**config.mk**
```make
export PLATFORM = sky130hd
export DESIGN_NAME = fetch_unit
export DESIGN_NICKNAME = d
export VERILOG_FILES = /design/src/rtl/fetch_unit.sv
export SDC_FILE = /design/constraint.sdc
export NUM_CORES = 1
export LEC_CHECK = 0
export ABC_CLOCK_PERIOD_IN_PS = 2940
export CAP_MARGIN = 20
export CORE_AREA = 2 2 66 68
export DETAILED_ROUTE_END_ITERATION = 8
export DIE_AREA = 0 0 68 70
export PLACE_DENSITY_LB_ADDON = 0.2
export SETUP_SLACK_MARGIN = 0.05
export SYNTH_ARGS = -nofsm -noshare
export SYNTH_HDL_FRONTEND = slang
export SYNTH_SLANG_ARGS = --single-unit
```
**constraint.sdc**
```tcl
create_clock -name clk_i -period 2.94 [get_ports clk_i]
set_clock_uncertainty 0.15 [all_clocks]
set_input_delay 0.294 -clock clk_i [delete_from_list [all_inputs] [get_ports clk_i]]
set_output_delay 0.294 -clock clk_i [all_outputs]
set_load 0.02 [all_outputs]
```
**src/rtl/fetch_unit.sv**
```systemverilog
// fetch_unit
//   Instruction fetch stage. Owns the fetch PC, drives the instruction memory
//   address, captures the returned byte and buffers {pc, byte} pairs in a
//   2-entry prefetch queue. The queue feeds decode over a valid/ready handshake.
//   A redirect flushes the queue and restarts fetch at the target.
//
// Ports
//   clk_i            clock, all state on rising edge
//   rst_n_i          asynchronous active-low reset
//   im_addr_o        instruction memory address (the fetch PC register)
//   im_data_i        instruction memory read data, combinational from im_addr_o
//   fetch_en_i       1 = fetch allowed this cycle, 0 = hold PC, no push
//   redirect_valid_i load redirect_pc_i into the fetch PC, flush the queue
//   redirect_pc_i    redirect target
//   instr_valid_o    queue head valid
//   instr_o          queue head instruction byte
//   instr_pc_o       address the head byte was fetched from
//   instr_ready_i    decode accepts the head this cycle
module fetch_unit #(
    parameter int unsigned        ADDR_W   = 8,
    parameter int unsigned        DATA_W   = 8,
    parameter logic [ADDR_W-1:0]  RESET_PC = '0
) (
    input  logic              clk_i,
    input  logic              rst_n_i,
    output logic [ADDR_W-1:0] im_addr_o,
    input  logic [DATA_W-1:0] im_data_i,
    input  logic              fetch_en_i,
    input  logic              redirect_valid_i,
    input  logic [ADDR_W-1:0] redirect_pc_i,
    output logic              instr_valid_o,
    output logic [DATA_W-1:0] instr_o,
    output logic [ADDR_W-1:0] instr_pc_o,
    input  logic              instr_ready_i
);

    typedef struct packed {
        logic [ADDR_W-1:0] pc;
        logic [DATA_W-1:0] data;
    } entry_t;

    entry_t [1:0]      entry_q;
    logic [ADDR_W-1:0] fetch_pc_q, fetch_pc_d;
    logic [1:0]        count_q, count_d;
    logic              rd_ptr_q, rd_ptr_d;
    logic              wr_ptr_q, wr_ptr_d;
    logic              pop, push;

    // A full queue may still accept a byte when the head leaves in the same
    // cycle, which keeps throughput at one instruction per cycle.
    assign pop  = (count_q != 2'd0) & instr_ready_i;
    assign push = fetch_en_i & ~redirect_valid_i & ((count_q != 2'd2) | pop);

    always_comb begin
        fetch_pc_d = fetch_pc_q;
        count_d    = count_q;
        rd_ptr_d   = rd_ptr_q;
        wr_ptr_d   = wr_ptr_q;
        if (redirect_valid_i) begin
            // A head popped this cycle is already consumed by decode; everything
            // else in the queue belongs to the wrong path and is dropped.
            fetch_pc_d = redirect_pc_i;
            count_d    = 2'd0;
            rd_ptr_d   = 1'b0;
            wr_ptr_d   = 1'b0;
        end else begin
            if (push) begin
                fetch_pc_d = fetch_pc_q + ADDR_W'(1);  // wraps silently
                wr_ptr_d   = ~wr_ptr_q;
            end
            if (pop) begin
                rd_ptr_d = ~rd_ptr_q;
            end
            count_d = count_q + 2'(push) - 2'(pop);
        end
    end

    always_ff @(posedge clk_i or negedge rst_n_i) begin
        if (!rst_n_i) begin
            fetch_pc_q <= RESET_PC;
            count_q    <= 2'd0;
            rd_ptr_q   <= 1'b0;
            wr_ptr_q   <= 1'b0;
            entry_q    <= '0;
        end else begin
            fetch_pc_q <= fetch_pc_d;
            count_q    <= count_d;
            rd_ptr_q   <= rd_ptr_d;
            wr_ptr_q   <= wr_ptr_d;
            if (push) begin
                entry_q[wr_ptr_q] <= '{pc: fetch_pc_q, data: im_data_i};
            end
        end
    end

    // No bypass: a byte fetched at edge N is visible only after edge N.
    assign im_addr_o     = fetch_pc_q;
    assign instr_valid_o = (count_q != 2'd0);
    assign instr_o       = entry_q[rd_ptr_q].data;
    assign instr_pc_o    = entry_q[rd_ptr_q].pc;

endmodule

```
## Yosys cells after proc, flatten, opt, wreduce, memory -nomap -nowiden

Cells that the tools add are included.
W data, S select, Z words.

| word-level totals | value |
|---|---|
| bits in registers | 44 |
| bits in latches | 0 |
| bits in writable memories | 0 |
| bits in read-only memories | 0 |
| input bits | 21 |
| output and inout bits | 25 |
| logic and storage cells | 38 |
| memories kept | 0 |

| cells by class | value |
|---|---|
| $add $sub $neg | 3 |
| multipliers | 0 |
| divide/modulo/power cells | 0 |
| order comparisons | 3 |
| eq/ne operators | 1 |
| shift operators | 0 |
| muxes and demuxes | 12 |
| bitwise operators | 7 |
| reduce and logical (&&, ||, !) cells | 4 |

Operators by type and width:

| cell | number |
|---|---|
| $mux W16 | 3 |
| $bwmux W32 | 1 |
| $demux W16 S1 | 1 |
| $mux W8 | 2 |
| $add A8 B1 Y8 const B | 1 |
| $reduce_bool A2 Y1 | 3 |
| $lt A1 B2 Y1 const B | 2 |
| $mux W1 | 4 |
| $and A1 B1 Y1 | 3 |
| $not A1 Y1 | 3 |
| $add A2 B1 Y2 | 1 |
| $mux W2 | 1 |
| $ne A2 B2 Y1 const B | 1 |
| $sub A2 B1 Y2 | 1 |
| $ge A1 B1 Y1 const B | 1 |
| $logic_and A1 B1 Y1 | 1 |
| $or A1 B1 Y1 | 1 |

## Longest topological paths before layout

Gate-level depths: netlist (run 1).

| depth | value |
|---|---|
| depth in word-level cells | 7 |
| mapped depth | 9 |
| depth with buffers taken out | 7 |

## Worst setup path after synthesis (run 1)

OpenSTA, ideal clock, no wires.

| timing path | value |
|---|---|
| path type | input to register |
| start | input redirect_valid_i |
| end | register count_q[0] |
| setup time | 0.121 ns |
| arrival time | 1.604 ns |
| data required time | 2.669 ns |
| slack | 1.065 ns |
| stages | 8 |
| path buffers | 2 |
| cells stage by stage | buf_2 -> clkinv_1 -> clkbuf_1 -> nand3_1 -> ha_1 -> inv_1 -> ha_1 -> nor2b_1 |

| on the way | value |
|---|---|
| cells in the longest elaborated chain, start to end | 6 |

Ends and longest elaborated chain:

| what | RTL line | source |
|---|---|---|
| from (decl) | 29 | `input logic redirect_valid_i,` |
| $not A1 Y1 | 52 | `assign push = fetch_en_i & ~redirect_valid_i & ((count_q != 2'd2) \| pop);` |
| $and A1 B1 Y1 (2 in a row) | 52 |  |
| $add A2 B1 Y2 | 74 | `count_d = count_q + 2'(push) - 2'(pop);` |
| $sub A2 B1 Y2 | 74 |  |
| $mux W2 * | 59 | `if (redirect_valid_i) begin` |
| net count_d[0] | 44 | `logic [1:0] count_q, count_d;` |
| to (signal assigned) | 87 | `count_q <= count_d;` |
| to (decl) | 44 |  |

The timed path passes the listed nets; every way through them passes the cells marked *.
A chain may end at the register's enable or synchronous reset.

## Worst setup path after layout (run 1)

| timing path | value |
|---|---|
| start | register rd_ptr_q |
| end | output instr_pc_o[1] |

| on the way | value |
|---|---|
| cells in the longest elaborated chain, start to end | 2 |

Ends and longest elaborated chain:

| what | RTL line | source |
|---|---|---|
| from (decl) | 45 | `logic rd_ptr_q, rd_ptr_d;` |
| from (signal assigned) | 88 | `rd_ptr_q <= rd_ptr_d;` |
| $mux W16 (not written as such) (2 in a row) | 100 | `assign instr_pc_o = entry_q[rd_ptr_q].pc;` |
| to (decl) | 33 | `output logic [ADDR_W-1:0] instr_pc_o,` |

Every way passes these cells. The select of a mux whose other input is x is not followed.

==> flow_results.org, run 1 <==
** Routing
- Across all layers, the routed design uses 1483 vias.
- Drt pass-1 iters :: 4
- The detailed router finished its first iteration with 66 violations.
- Final routed DRC violation total :: 0
- Number of nets with antenna violations after detailed routing :: 0
- After detailed routing, the number of vias per cell comes to around 5.6.
- The final layout contains routed wiring with a total length of 4510 microns.
- In the final routed layout, each cell accounts on average for ~17 microns.

** Clock network
- In this run the post-CTS setup repair buffer count came out at 0.
- Clock transition at the registers of the reported paths :: 80 ps
- Clock Path Buffers :: 2
- Clk_lat worst skew :: ~290 ps
- Clock sinks :: 44
- The tree is rooted in a clkbuf_8.
- In this run, post-CTS repair resized a total of 0 instances.
- In this run, CTS created clock tree buffers numbering 5.
- TritonCTS built the clock tree.
- Hold buffers post-CTS :: 0
- Maximum level of the CTS H-tree :: 2

** Floorplan
- The die is between 60 and 70 microns wide.
- Number of standard-cell rows in the floorplan :: 24
- Core Area :: 4140 sq um
- Die Footprint :: ~4800 sq um
- Initial standard-cell utilization of the core :: about 51%
- Measured along the y axis, the die boundary spans 70 microns.
- IO Count :: 46

** Timing
- Hold Vio Cnt, Final :: 8
- Worst slack on hold paths :: -3.59 ps
- The number of max-slew violations in the final report came to 0.
- Worst Max-Slew Pin Slew :: roughly 950 ps
- Adding up every negative setup slack in the final design gives 0 ps.
- Final Cycle Share :: 85.0%
- Setup violations remaining at the end of the flow were counted as 0.
- Timing-limited maximum frequency :: 400 MHz
- Worst rel slew slack :: ~36%
- For the finished layout, the period the worst path requires is 2500 ps.
- Setup repair after global routing left no endpoint under its margin.

** Synth
- Prevailing post-synth register cell :: dfrtp_1
- Mean cell area of the mapped netlist :: 12.9 sq um
- Asr flop ratio synth :: 100%
- Yosys mapped a number of flops with a built-in enable equal to 0.
- In this run the biggest area consumer among cell types represents between 50% and 60% of the synthesized area.
- The synthesized netlist contains 34 unique library cells.
- The number of nets handed over by synthesis was between 150 and 200.
- In the synthesized netlist, the number of instances is 165.
- Yosys synthesis warning count :: 0
- Top cells by area in the synthesized netlist :: dfrtp_1 52%, mux2_2 25%, a31oi_1 1.8%
- Top cells by instance count after synthesis :: 48 x mux2_2, 44 x dfrtp_1, 8 x nor2_1
- Number of storage elements in the synthesis netlist :: 44
- Part of the Yosys area used for sequential elements :: approximately half
- By instance count, the leading cell after synthesis is mux2_2.
- After synthesis the cells add up to 2130 sq um.
- Dominant cell type by area after synthesis :: dfrtp_1

** Setup path
- On the worst path, the slowest cell contributes a delay of 620 ps.
- WP data arrival :: 2060 ps
- Element type at the critical path end :: output pin
- Walking the worst path, the cells encountered are buf_4, mux2_2, clkdlybuf4s50_1.
- Data on the critical path is required at its endpoint by 2500 ps.
- Kind of cell with the highest combined delay on the critical path :: buffers and inverters
- CP max FO :: 10
- The number of buffers and inverters on the critical path is 2.
- CP max stage cell :: dfrtp_1
- Start-to-end type of the worst setup path :: reg -> out
- STA classifies the critical path startpoint as a flip-flop.

** Pwr
- Power share of the clock group :: 20.1%
- Across the VDD grid, the largest voltage drop is around 0.5 mV.
- Power spread over the standard cell area amounts to between 900 and 1000 nW/um^2.
- Sequential cells burn between 30% and 40% of the power.
- Of the total power, the share spent switching nets is a little under a third.
- Logic gate share of total power :: 41.1%
- Static power due to leakage :: between 1 and 1.5 nW
- Switching power summed over all nets :: 0.000800 W
- Internal power summed over all cells :: 0.00171 W

** Placement
- The count of buffers added on input and output ports is 45.
- Detailed-placement wirelength estimate :: 3180 microns
- Number of placed cells counting well taps :: 258
- RD Place Congestion :: slightly above 0.8

** Run status
- The checks that failed: negative hold slack.
- Status :: finished, violations left

** Layout
- Relative to the synthesized area, the layout overhead comes to 29.0%.
- The net count of the finished layout is ~240.
- Antenna diode count :: 0
- Reg area :: 1100 sq um
- In the final layout, the multi-input gates occupy 963 sq um.
- The finished layout holds 266 standard cells, fillers aside.
- Cells with a size suffix above 1 make up 32.7% of the layout.
- Fillers :: 311

** Global route
- Global routing usage summed across all routing layers :: 21.1%
- The first global-routing pass estimated about 7500 microns of wire.
- The via count of the first global-routing pass is 1598.
- Pin count of the biggest net entering global routing :: 45
- Grt total ovfl :: 0
- Number of antenna violations at the first check in global routing :: 0

** Flow run
- Max-cap violation count :: 0

** Hold path
- In this run the worst hold path is classified as in -> async.
cell type report:
cell class	instances	area share, %
well taps	52	2.37
clock buffers	7	3.51
multi-input cells	109	35.1
clock inverters	1	1.09
flip-flops and latches	44	40.1
repair buffers	49	17.3
inverters	4	0.547
cell families (layout without fill, tap and decap cells):
kind of cell               Yosys count  after routing  synth area share, %
buffers and inverters               12             61                 3.00
xor gates and xnor gates             3              3                 1.23
AOI/OAI and AO/OA                   20             20                 6.17
muxes                               48             48                 25.4
and+or+nand+nor                     35             35                 10.7
DFF                                 44             44                 51.7
adders and majority gates            3              3                 1.76
power groups by stage:
stage | Clock [W] | Combinational (W) | Sequential (W)
finish | 0.000504 | 0.00103 | 0.000974
global route | 0.000539 | 0.00111 | 0.00101
CTS | 0.000516 | 0.00104 | 0.000974
detailed placement | 0 | 0.00104 | 0.000987
global placement | 0 | 0.00100 | 0.000964
floorplan | 0 | 0.000656 | 0.000931
worst register-to-register path, cell delays in order, from the launching register on:
cell and delay, ps:
dfrtp_1 440, or3b_1 460, nand4_2 390, mux2_2 410
through the flow:
step,hold WS [ps],cell area (sq um),power (W),utilization (%),worst slack [ps]
4_1_cts,29.7,2750,0.00253,66.3,421
5_1_grt,79.1,2750,0.00265,66.3,327
2_1_floorplan,-152,2130,0.00159,-,1070
3_3_place_gp,329,2620,0.00197,63.2,640
3_5_place_dp,342,2620,0.00202,63.2,573
6_report,-3.59,2750,0.00251,66.3,440
registers in the layout, indices dropped and copies added (netlist names):
signal and count:
wr_ptr_q 1, count_q 2, entry_q 32, im_addr_o 8
rd_ptr_q 1
worst paths after layout:
path | from | end | slack (ps) | cells after the start
worst max-delay path | rd_ptr_q | instr_pc_o[1] | 440 | 3
worst min-delay path | rst_n_i | entry_q[13] | -4 | 1
worst max register to register | count_q[0] | entry_q[20] | 980 | 3
worst min register to register | entry_q[1] | entry_q[1] | 360 | 1
max in group asynchronous | rst_n_i | entry_q[26] | 2050 | 1
min in group clk_i | entry_q[1] | entry_q[1] | 360 | 1
layout by cell type, fill, tap and decap left out, types with 2 or more instances in the layout:
cell type / synthesis / routed
clkdlybuf4s50_1: 0 / 44
or4_2: 2 / 2
o31ai_1: 4 / 4
clkbuf_8: 0 / 7
nand2_1: 2 / 2
or4_1: 4 / 4
xnor2_1: 2 / 2
ha_1: 3 / 3
buf_4: 0 / 4
o211ai_1: 2 / 2
mux2_2: 48 / 48
nor2_1: 8 / 8
dfrtp_1: 44 / 44
a31oi_1: 6 / 6
o21ai_0: 4 / 4
or3_2: 2 / 2
inv_1: 2 / 2
nand3_1: 7 / 7
nor2b_1: 2 / 2
per-layer routing:
layer  vias up  wire, microns  global-route usage, %
met5         -              0                      0
met4         0             37                   6.67
met3         4            169                   4.83
met2        32           2330                   33.8
met1       747           1970                   28.1
li1        700              -                      -
(Power assumes the default switching activity.)
==> run 2, diff against run 1 <==
--- a/config.mk
+++ b/config.mk
@@ -6,12 +6,12 @@
 export NUM_CORES = 1
 export LEC_CHECK = 0
 export ABC_CLOCK_PERIOD_IN_PS = 2940
-export CAP_MARGIN = 20
 export CORE_AREA = 2 2 66 68
 export DETAILED_ROUTE_END_ITERATION = 8
 export DIE_AREA = 0 0 68 70
 export PLACE_DENSITY_LB_ADDON = 0.2
 export SETUP_SLACK_MARGIN = 0.05
+export SKIP_CTS_REPAIR_TIMING = 1
 export SYNTH_ARGS = -nofsm -noshare
 export SYNTH_HDL_FRONTEND = slang
 export SYNTH_SLANG_ARGS = --single-unit
==> results of run 2 <==
Final layout, timing and power as in run 1 (identical DEF).
